## src/rtl/pipe_ctrl_pkg.sv

```systemverilog
// Shared types and constants for the RV32I pipeline stall/flush sequencer.
package pipe_ctrl_pkg;

    typedef enum logic [1:0] {
        ST_RUN       = 2'd0,
        ST_LU_BUBBLE = 2'd1,
        ST_MEM_WAIT  = 2'd2,
        ST_REDIRECT  = 2'd3
    } ctrl_state_e;

    localparam logic [31:0] NOP_INSTR = 32'h0000_0013;
    localparam logic [4:0]  REG_X0    = 5'd0;

endpackage

```

## src/rtl/mem_wait_watchdog.sv

```systemverilog
// Counts consecutive data-memory wait cycles spent in MEM_WAIT, saturating at
// MEM_TIMEOUT, and raises a sticky timeout flag once the limit is reached.
module mem_wait_watchdog #(
    parameter int unsigned MEM_TIMEOUT = 32'd255
) (
    input  logic clk,
    input  logic reset,
    input  logic in_wait_i,
    input  logic wait_c_i,
    output logic mem_timeout_o
);

    localparam int unsigned TO_W = $clog2(MEM_TIMEOUT + 32'd1);
    localparam logic [TO_W-1:0] TO_MAX = TO_W'(MEM_TIMEOUT);

    logic [TO_W-1:0] cnt_q;
    logic [TO_W-1:0] cnt_d;
    logic            to_q;
    logic            to_d;

    // Next count: clear as soon as the wait ends, saturate at the limit.
    always_comb begin
        cnt_d = cnt_q;
        if (!wait_c_i) begin
            cnt_d = '0;
        end else if (in_wait_i && (cnt_q != TO_MAX)) begin
            cnt_d = cnt_q + TO_W'(1);
        end else begin
            cnt_d = cnt_q;
        end
        to_d = to_q | (cnt_d == TO_MAX);
    end

    // Counter and sticky flag registers.
    always_ff @(posedge clk) begin
        if (reset) begin
            cnt_q <= '0;
            to_q  <= 1'b0;
        end else begin
            cnt_q <= cnt_d;
            to_q  <= to_d;
        end
    end

    assign mem_timeout_o = to_q;

endmodule

```

## src/rtl/pipeline_hazard_ctrl.sv

```systemverilog
// Stall/flush sequencer for the 5-stage RV32I pipeline.
// Optional performance counters are built when PIPE_PERF_CNT_EN is defined.
module pipeline_hazard_ctrl
    import pipe_ctrl_pkg::*;
#(
    parameter int unsigned MEM_TIMEOUT = 32'd255
) (
    input  logic        clk,
    input  logic        reset,
    input  logic [4:0]  id_rs1,
    input  logic [4:0]  id_rs2,
    input  logic        id_uses_rs1,
    input  logic        id_uses_rs2,
    input  logic [4:0]  ex_rd,
    input  logic        ex_mem_read,
    input  logic        ex_redirect,
    input  logic        mem_access,
    input  logic        dmem_ready,
    output logic        pc_write,
    output logic        if_id_write,
    output logic        if_id_flush,
    output logic        id_ex_write,
    output logic        id_ex_flush,
    output logic        ex_mem_write,
    output logic        mem_wb_flush,
    output logic [1:0]  ctrl_state,
    output logic        mem_timeout,
    output logic [31:0] stall_cycles,
    output logic [31:0] flush_count
);

    ctrl_state_e state_q;
    ctrl_state_e state_d;
    logic        wait_c;
    logic        lu_c;
    logic        hit_rs1;
    logic        hit_rs2;

    assign wait_c  = mem_access & ~dmem_ready;
    assign hit_rs1 = id_uses_rs1 & (id_rs1 == ex_rd);
    assign hit_rs2 = id_uses_rs2 & (id_rs2 == ex_rd);
    assign lu_c    = ex_mem_read & (ex_rd != REG_X0) & (hit_rs1 | hit_rs2);

    // Priority decode: a memory wait freezes everything, so any redirect or
    // load-use in the same cycle simply re-presents once the access completes.
    always_comb begin
        state_d      = ST_RUN;
        pc_write     = 1'b1;
        if_id_write  = 1'b1;
        if_id_flush  = 1'b0;
        id_ex_write  = 1'b1;
        id_ex_flush  = 1'b0;
        ex_mem_write = 1'b1;
        mem_wb_flush = 1'b0;
        if (reset) begin
            state_d = ST_RUN;
        end else if (wait_c) begin
            state_d      = ST_MEM_WAIT;
            pc_write     = 1'b0;
            if_id_write  = 1'b0;
            id_ex_write  = 1'b0;
            ex_mem_write = 1'b0;
            mem_wb_flush = 1'b1;
        end else if (ex_redirect) begin
            // The ID instruction is wrong-path, so a concurrent load-use is moot.
            state_d     = ST_REDIRECT;
            if_id_flush = 1'b1;
            id_ex_flush = 1'b1;
        end else if (lu_c) begin
            state_d     = ST_LU_BUBBLE;
            pc_write    = 1'b0;
            if_id_write = 1'b0;
            id_ex_flush = 1'b1;
        end else begin
            state_d = ST_RUN;
        end
    end

    // FSM state register.
    always_ff @(posedge clk) begin
        if (reset) begin
            state_q <= ST_RUN;
        end else begin
            state_q <= state_d;
        end
    end

    assign ctrl_state = state_q;

    mem_wait_watchdog #(
        .MEM_TIMEOUT (MEM_TIMEOUT)
    ) u_watchdog (
        .clk           (clk),
        .reset         (reset),
        .in_wait_i     (state_q == ST_MEM_WAIT),
        .wait_c_i      (wait_c),
        .mem_timeout_o (mem_timeout)
    );

`ifdef PIPE_PERF_CNT_EN
    logic [31:0] stall_q;
    logic [31:0] stall_d;
    logic [31:0] flush_q;
    logic [31:0] flush_d;

    // Counters wrap naturally at 2^32.
    always_comb begin
        stall_d = pc_write ? stall_q : (stall_q + 32'd1);
        flush_d = (state_d == ST_REDIRECT) ? (flush_q + 32'd1) : flush_q;
    end

    // Performance counter registers.
    always_ff @(posedge clk) begin
        if (reset) begin
            stall_q <= 32'd0;
            flush_q <= 32'd0;
        end else begin
            stall_q <= stall_d;
            flush_q <= flush_d;
        end
    end

    assign stall_cycles = stall_q;
    assign flush_count  = flush_q;
`else
    assign stall_cycles = 32'd0;
    assign flush_count  = 32'd0;
`endif

endmodule

```

## config.mk

```make
export PLATFORM = sky130hd
export DESIGN_NAME = pipeline_hazard_ctrl
export DESIGN_NICKNAME = d
export VERILOG_FILES = /design/src/rtl/pipe_ctrl_pkg.sv /design/src/rtl/mem_wait_watchdog.sv /design/src/rtl/pipeline_hazard_ctrl.sv
export SDC_FILE = /design/constraint.sdc
export NUM_CORES = 1
export LEC_CHECK = 0
export CAP_MARGIN = 30
export CORE_AREA = 2 2 64 66
export CTS_CLUSTER_DIAMETER = 60
export DETAILED_ROUTE_END_ITERATION = 7
export DIE_AREA = 0 0 66 68
export PLACE_DENSITY = 0.76
export SLEW_MARGIN = 25
export SYNTH_ARGS = -nofsm -noshare
export SYNTH_HDL_FRONTEND = slang
export SYNTH_SLANG_ARGS = --single-unit
```

## constraint.sdc

```tcl
create_clock -name clk -period 2.5 [get_ports clk]
set_clock_uncertainty 0.2 [all_clocks]
set_input_delay 0.5 -clock clk [delete_from_list [all_inputs] [get_ports clk]]
set_output_delay 0.5 -clock clk [all_outputs]
set_load 0.01 [all_outputs]
```

==> results.json, run 1 <==
{
  "netlist_area_um2": 1210,
  "grt_use_total_pct": 10.9,
  "die_h_um": 68,
  "crit_start": "dmem_ready",
  "gp_congestion": 0.854,
  "final_cell_mix": "64 x conb_1, 15 x buf_4, 11 x dfxtp_1, 10 x clkdlybuf4s50_1, 9 x xor2_1",
  "p_sw_share_pct": 31.9,
  "critPathKind": "in2out",
  "max_cap_viol_count": 0,
  "areaGrowthSynthToFinish_pct": 25.1,
  "detailroute.via_count": 966,
  "hold_start": "u_watchdog.mem_timeout_o",
  "die_w_um": 66,
  "grt_pass1_wl_um": 3620,
  "ant_nets": 0,
  "setup_tns_ps": 0,
  "cts_buffers": 3,
  "power_switching_mw": 0.167,
  "dp_hpwl_um": 1940,
  "worstPathArrival_ps": 1760,
  "io_pins": 97,
  "tritoncts": "done",
  "avgSynthCellArea_um2": 7.94,
  "synth_cell_types": 33,
  "rsz0062_at_grt": "false",
  "place.port_buffers": 32,
  "first_pass_iters": 4,
  "numClockSinks": 11,
  "remaining_drc_errors": 0,
  "synthCells": 152,
  "clk_path_buf_depth": 2,
  "row_count": 23,
  "drive_above_1_share_pct": 22.6,
  "layout_commonest_cell": "conb_1",
  "cellPowerDensity_nw_per_um2": 346,
  "ir_drop_uv": 129,
  "holdCritPathClass": "reg2reg",
  "post-route-period-util_pct": 98.4,
  "vias_per_cell": 3.88,
  "placedInstanceArea_um2": 1410,
  "worstSetupStartpointType": "input port",
  "maxSlewViolCount": 0,
  "comb_power_share_pct": 29.4,
  "internal_power_mw": 0.356,
  "worstReg2RegStart": "u_watchdog.cnt_q[0]",
  "postCtsHoldBufs": 0,
  "final_cell_area_um2": 1510,
  "core_um2": 3860,
  "setup_viol": 0,
  "die-area_um2": 4490,
  "cts.htree.levels": 1,
  "status": "finished clean",
  "grt_max_degree": 7,
  "endpoint_kind": "output pin",
  "worstPathRequired_ps": 1800,
  "seq_power_share_pct": 34.4,
  "antenna_found_initial": 0,
  "ys_ff_latch": 11,
  "path_max_fanout": 2,
  "period_needed_ps": 2460,
  "root_buffer": "clkbuf_8",
  "nets": 224,
  "worstSkewPairLatency_ps": 250,
  "seq_area_frac_synth_pct": 18.3,
  "grt_overflow": 0,
  "drt_iter0_markers": 16,
  "start_util_pct": 31.3,
  "fin_hold_ws_ps": 285,
  "power.leakage_nw": 0.737,
  "wire_per_inst_um": 10.0,
  "drt-total-wl_um": 2490,
  "timing.fmax_mhz": 407,
  "clk_pin_slew_worst_paths_ps": 50,
  "pwr-share-clk_pct": 36.2,
  "hold_viol_final": 0,
  "antennaDiodeCount": 0,
  "yosysWarnings": 0,
  "grt_pass1_vias": 827
}
registers in the layout, summed over array words and instances, names as in the netlist:
register,count
ctrl_state,2
u_watchdog.cnt_q,8
u_watchdog.mem_timeout_o,1
what timing repair did:
item	4_1_cts	5_1_grt
setup buffers	2	1
pin swaps	12	11
setup endpoints to repair	7	4
gates resized for setup	59	22
worst paths after layout:
check / slack [ps] / endpoint / cells past startpoint
max reg2reg: 500 / u_watchdog.mem_timeout_o / 6
min: 280 / u_watchdog.mem_timeout_o / 2
max: 40 / if_id_write / 6
min reg2reg: 280 / u_watchdog.mem_timeout_o / 2
metrics by stage:
step	total power, mW	std cells	worst slack, ps	utilization [%]
final	0.522	249	40.6	39.1
after CTS	0.512	248	-40.2	37.9
after global routing	0.547	249	5.13	39.1
after detailed placement	0.328	242	-701	36.6
after global placement	0.327	242	-660	36.6
after floorplan	0.331	215	161	-
synthesized netlist by cell type:
library cell	number	area [um^2]
nand2b_1	4	25.0
ha_1	1	12.5
nor4_1	2	12.5
or4_1	1	7.51
nor3b_1	1	7.51
and4_1	1	8.76
o21ai_0	1	5.00
and2b_1	1	7.51
nor3_1	2	10.0
nor2b_1	2	12.5
nand4_1	3	18.8
inv_1	2	7.51
nor2_1	8	30.0
buf_4	66	495
mux2_1	1	11.3
o21ai_1	2	10.0
a31oi_1	1	6.26
o41ai_2	1	16.3
o21bai_1	1	7.51
and4b_1	1	10.0
a211oi_1	2	15.0
conb_1	1	3.75
nand3_1	5	25.0
a21oi_1	5	25.0
dfxtp_1	11	220
xnor2_1	3	26.3
o21a_1	4	30.0
and2_1	2	12.5
and2b_4	1	10.0
nand2_1	5	18.8
xor2_1	9	78.8
o221ai_1	1	8.76
mux2i_1	1	10.0
power by group through the flow:
stage | sequential [mW] | clock, mW | combinational [mW]
floorplan | 0.184 | 0 | 0.147
detailed placement | 0.183 | 0 | 0.145
CTS | 0.180 | 0.191 | 0.142
finish | 0.180 | 0.189 | 0.154
global placement | 0.183 | 0 | 0.143
global route | 0.180 | 0.197 | 0.170
worst max-delay path, cell delays in order:
cell and delay, ps:
clkdlybuf4s50_1 470, and2b_2 220, buf_4 140, buf_4 140
o21bai_4 160, buf_6 120
final cells by class:
class	instances	area, um^2
fillers	414	2350
multi-input cells	136	797
repair buffers	46	377
flip-flops and latches	11	220
well taps	50	62.6
clock buffers	4	45.0
inverters	2	7.51
logic make-up after synthesis:
logic type,synth area share (%)
other cells,0.311
buf+inv,41.7
mux,1.76
xor+xnor,8.71
fa+ha+maj,1.04
compound gates,10.3
flops,18.3
simple gates,17.9
layer usage:
layer / global-route usage (%) / share of wire [%]
met1: 10.9 / 33
met2: 21.1 / 54
met3: 2.80 / 10
met4: 5.36 / 2.4
met5: 0 / 0
(Power assumes the default switching activity.)
==> run 2: changes to the inputs <==
--- a/config.mk
+++ b/config.mk
@@ -10,8 +10,10 @@
 export CTS_CLUSTER_DIAMETER = 60
 export DETAILED_ROUTE_END_ITERATION = 7
 export DIE_AREA = 0 0 66 68
-export PLACE_DENSITY = 0.76
+export MAX_ROUTING_LAYER = met4
+export PLACE_DENSITY = 0.77
 export SLEW_MARGIN = 25
 export SYNTH_ARGS = -nofsm -noshare
 export SYNTH_HDL_FRONTEND = slang
+export SYNTH_HIERARCHICAL = 1
 export SYNTH_SLANG_ARGS = --single-unit
==> run 2 against run 1 <==
Effect of this change:
- synthesized cell count rose by 0.66%
- sequential share of layout area down 0.096 points
- first-iteration DRC count is 38% lower
- critical path type unchanged
- total power shrank 2.3%
- worst setup slack lost 20 ps
- die area stayed put
- final area up 0.66%
- area after synthesis up 3.0%
- clock power shrank 4%
- sequential power about the same
- combinational power fell by 3%
==> results.json, run 2 <==
{
  "first_pass_iters": 4,
  "cellPowerDensity_nw_per_um2": 336,
  "final_cell_mix": "64 x conb_1, 14 x buf_4, 11 x nor2_1, 11 x dfxtp_1, 11 x clkdlybuf4s50_1",
  "clk_path_buf_depth": 2,
  "root_buffer": "clkbuf_8",
  "antennaDiodeCount": 0,
  "start_util_pct": 32.2,
  "yosysTopAreaCell": "buf_4",
  "place.port_buffers": 32,
  "clk_pin_slew_worst_paths_ps": 50,
  "status": "finished clean",
  "synth.most_common_cell": "buf_4",
  "synth_top_cell_area_share_pct": 39.9,
  "setup_tns_ps": 0,
  "dp_hpwl_um": 1860,
  "synth_area_leaders": "buf_4 40%, dfxtp_1 18%, xor2_1 6.3%",
  "layout_commonest_cell": "conb_1",
  "dominantRegCellSynth": "dfxtp_1",
  "max_cap_viol_count": 0,
  "post-route-period-util_pct": 99.2,
  "fin_total_pwr_mw": 0.510,
  "worstPathRequired_ps": 1800,
  "drt_iter0_markers": 10,
  "power.leakage_nw": 0.751,
  "remaining_drc_errors": 0,
  "n_fill_cell": 436,
  "areaGrowthSynthToFinish_pct": 22.3,
  "critPathKind": "in2out",
  "netlist_area_um2": 1240,
  "grt_use_total_pct": 10.4,
  "worstPathArrival_ps": 1780,
  "holdCritPathClass": "reg2reg",
  "antenna_found_initial": 0,
  "setup_viol": 0,
  "synth_cell_types": 40,
  "synthArstFlopShare_pct": 0,
  "vias_per_cell": 3.92,
  "drt-total-wl_um": 2230,
  "core_um2": 3860,
  "seq_area_frac_synth_pct": 17.7,
  "cts.htree.levels": 1,
  "hold_viol_final": 0,
  "grt_max_degree": 8,
  "ir_drop_uv": 186,
  "rsz0062_at_grt": "true",
  "path_max_fanout": 2,
  "io_pins": 97,
  "synth_edf_count": 0,
  "ant_nets": 0,
  "wire_per_inst_um": 8.88,
  "timing.fmax_mhz": 403,
  "synthCells": 153,
  "grt_overflow": 0,
  "top_register": "u_watchdog/cnt_q",
  "row_count": 23,
  "drive_above_1_share_pct": 21.9,
  "worstSetupStartpointType": "input port",
  "detailroute.via_count": 983,
  "numClockSinks": 11,
  "gp_congestion": 0.868,
  "die-area_um2": 4490,
  "yosysWarnings": 6,
  "largest_reg_flops": 8,
  "ys_ff_latch": 11,
  "maxSlewViolCount": 0,
  "tritoncts": "done",
  "endpoint_kind": "output pin",
  "avgSynthCellArea_um2": 8.12,
  "grt_pass1_wl_um": 3480,
  "cts_buffers": 3,
  "worstSkewPairLatency_ps": 240,
  "period_needed_ps": 2480,
  "synth_commonest_cells": "66 x buf_4, 11 x dfxtp_1, 11 x nor2_1",
  "nets": 226,
  "die_w_um": 66,
  "grt_pass1_vias": 829,
  "die_h_um": 68
}
## run 2: cell types whose count changed in the layout (fill, tap and decap cells not counted), sizes merged, moves of 2 or more
cell / delta
nand3: -2
and2b: -2
o21a: -4
nand4: -2
clkbuf: -4
nor2: +4
inv: +3
## run 2: cells by family after synthesis
| group | count (synthesis) | synth area share [%] |
|---|---|---|
| compound gates | 16 | 10.7 |
| xor+xnor | 11 | 7.75 |
| fa+ha+maj | 1 | 1.01 |
| buf+inv | 71 | 41.4 |
| flops | 11 | 17.7 |
| mux | 2 | 1.61 |
| other cells | 1 | 0.302 |
| simple gates | 40 | 19.5 |
## run 2: timing repair
action	CTS	global route
setup endpoints to repair	7	7
resized for setup	53	13
pin swaps	10	2
hold buffers	0	0
buffers inserted	4	1
hold endpoints to repair	0	0
## run 2: final timing paths
kind | from | to | slack [ps] | cells past startpoint
hold reg to reg | u_watchdog/mem_timeout_o | u_watchdog/mem_timeout_o | 280 | 2
setup / recovery | id_rs1[1] | id_ex_flush | 20 | 7
setup reg to reg | u_watchdog/cnt_q[0] | u_watchdog/mem_timeout_o | 480 | 6
hold / removal | u_watchdog/mem_timeout_o | u_watchdog/mem_timeout_o | 280 | 2
## run 2: report_power, final
part / total [mW] / switching (mW) / internal, mW
Sequential: 0.180 / 0.00163 / 0.178
Combinational: 0.149 / 0.0851 / 0.0639
Clock: 0.182 / 0.0718 / 0.110
## run 2: cell type report
type / count / area [um^2] / area share [%]
inverter: 5 / 18.8 / 1.24
clock buffer: 3 / 41.3 / 2.72
timing repair buffer: 47 / 397 / 26.1
multi-input combinational: 134 / 774 / 51.0
clock inverter: 1 / 5.00 / 0.329
sequential: 11 / 220 / 14.5
tap: 50 / 62.6 / 4.12
## run 2: metrics by stage
stage / area (um^2) / instances / setup WS, ps / utilization (%) / hold WS, ps
after floorplan: 1480 / 216 / 150 / - / 289
after global placement: 1440 / 242 / -758 / 37.4 / 262
after detailed placement: 1440 / 242 / -830 / 37.4 / 270
after CTS: 1490 / 250 / -3.35 / 38.5 / 287
after global routing: 1520 / 251 / -23.3 / 39.4 / 327
final: 1520 / 251 / 20.4 / 39.4 / 281
## run 2: per-layer routing
metal  global-route usage [%]  part of all wire (%)  wire [um]
met5                        -                     0          0
met4                     2.30                   1.4         31
met3                     4.61                    11        242
met2                     18.6                    52       1170
met1                     10.6                    35        784
## run 2: critical path, cell delays in order
cell and delay, ps:
buf_6 100, xor2_2 160, nor4_2 320, a32oi_1 170, buf_4 170, o41ai_2 180
buf_2 180
==> run 3: changes to the inputs <==
--- a/config.mk
+++ b/config.mk
@@ -5,6 +5,7 @@
 export SDC_FILE = /design/constraint.sdc
 export NUM_CORES = 1
 export LEC_CHECK = 0
+export ABC_CLOCK_PERIOD_IN_PS = 2500
 export CAP_MARGIN = 30
 export CORE_AREA = 2 2 64 66
 export CTS_CLUSTER_DIAMETER = 60
@@ -17,3 +18,4 @@
 export SYNTH_HDL_FRONTEND = slang
 export SYNTH_HIERARCHICAL = 1
 export SYNTH_SLANG_ARGS = --single-unit
+export TNS_END_PERCENT = 100
==> results of run 3 <==
No change in the layout: final DEF, timing and power equal those of run 2.
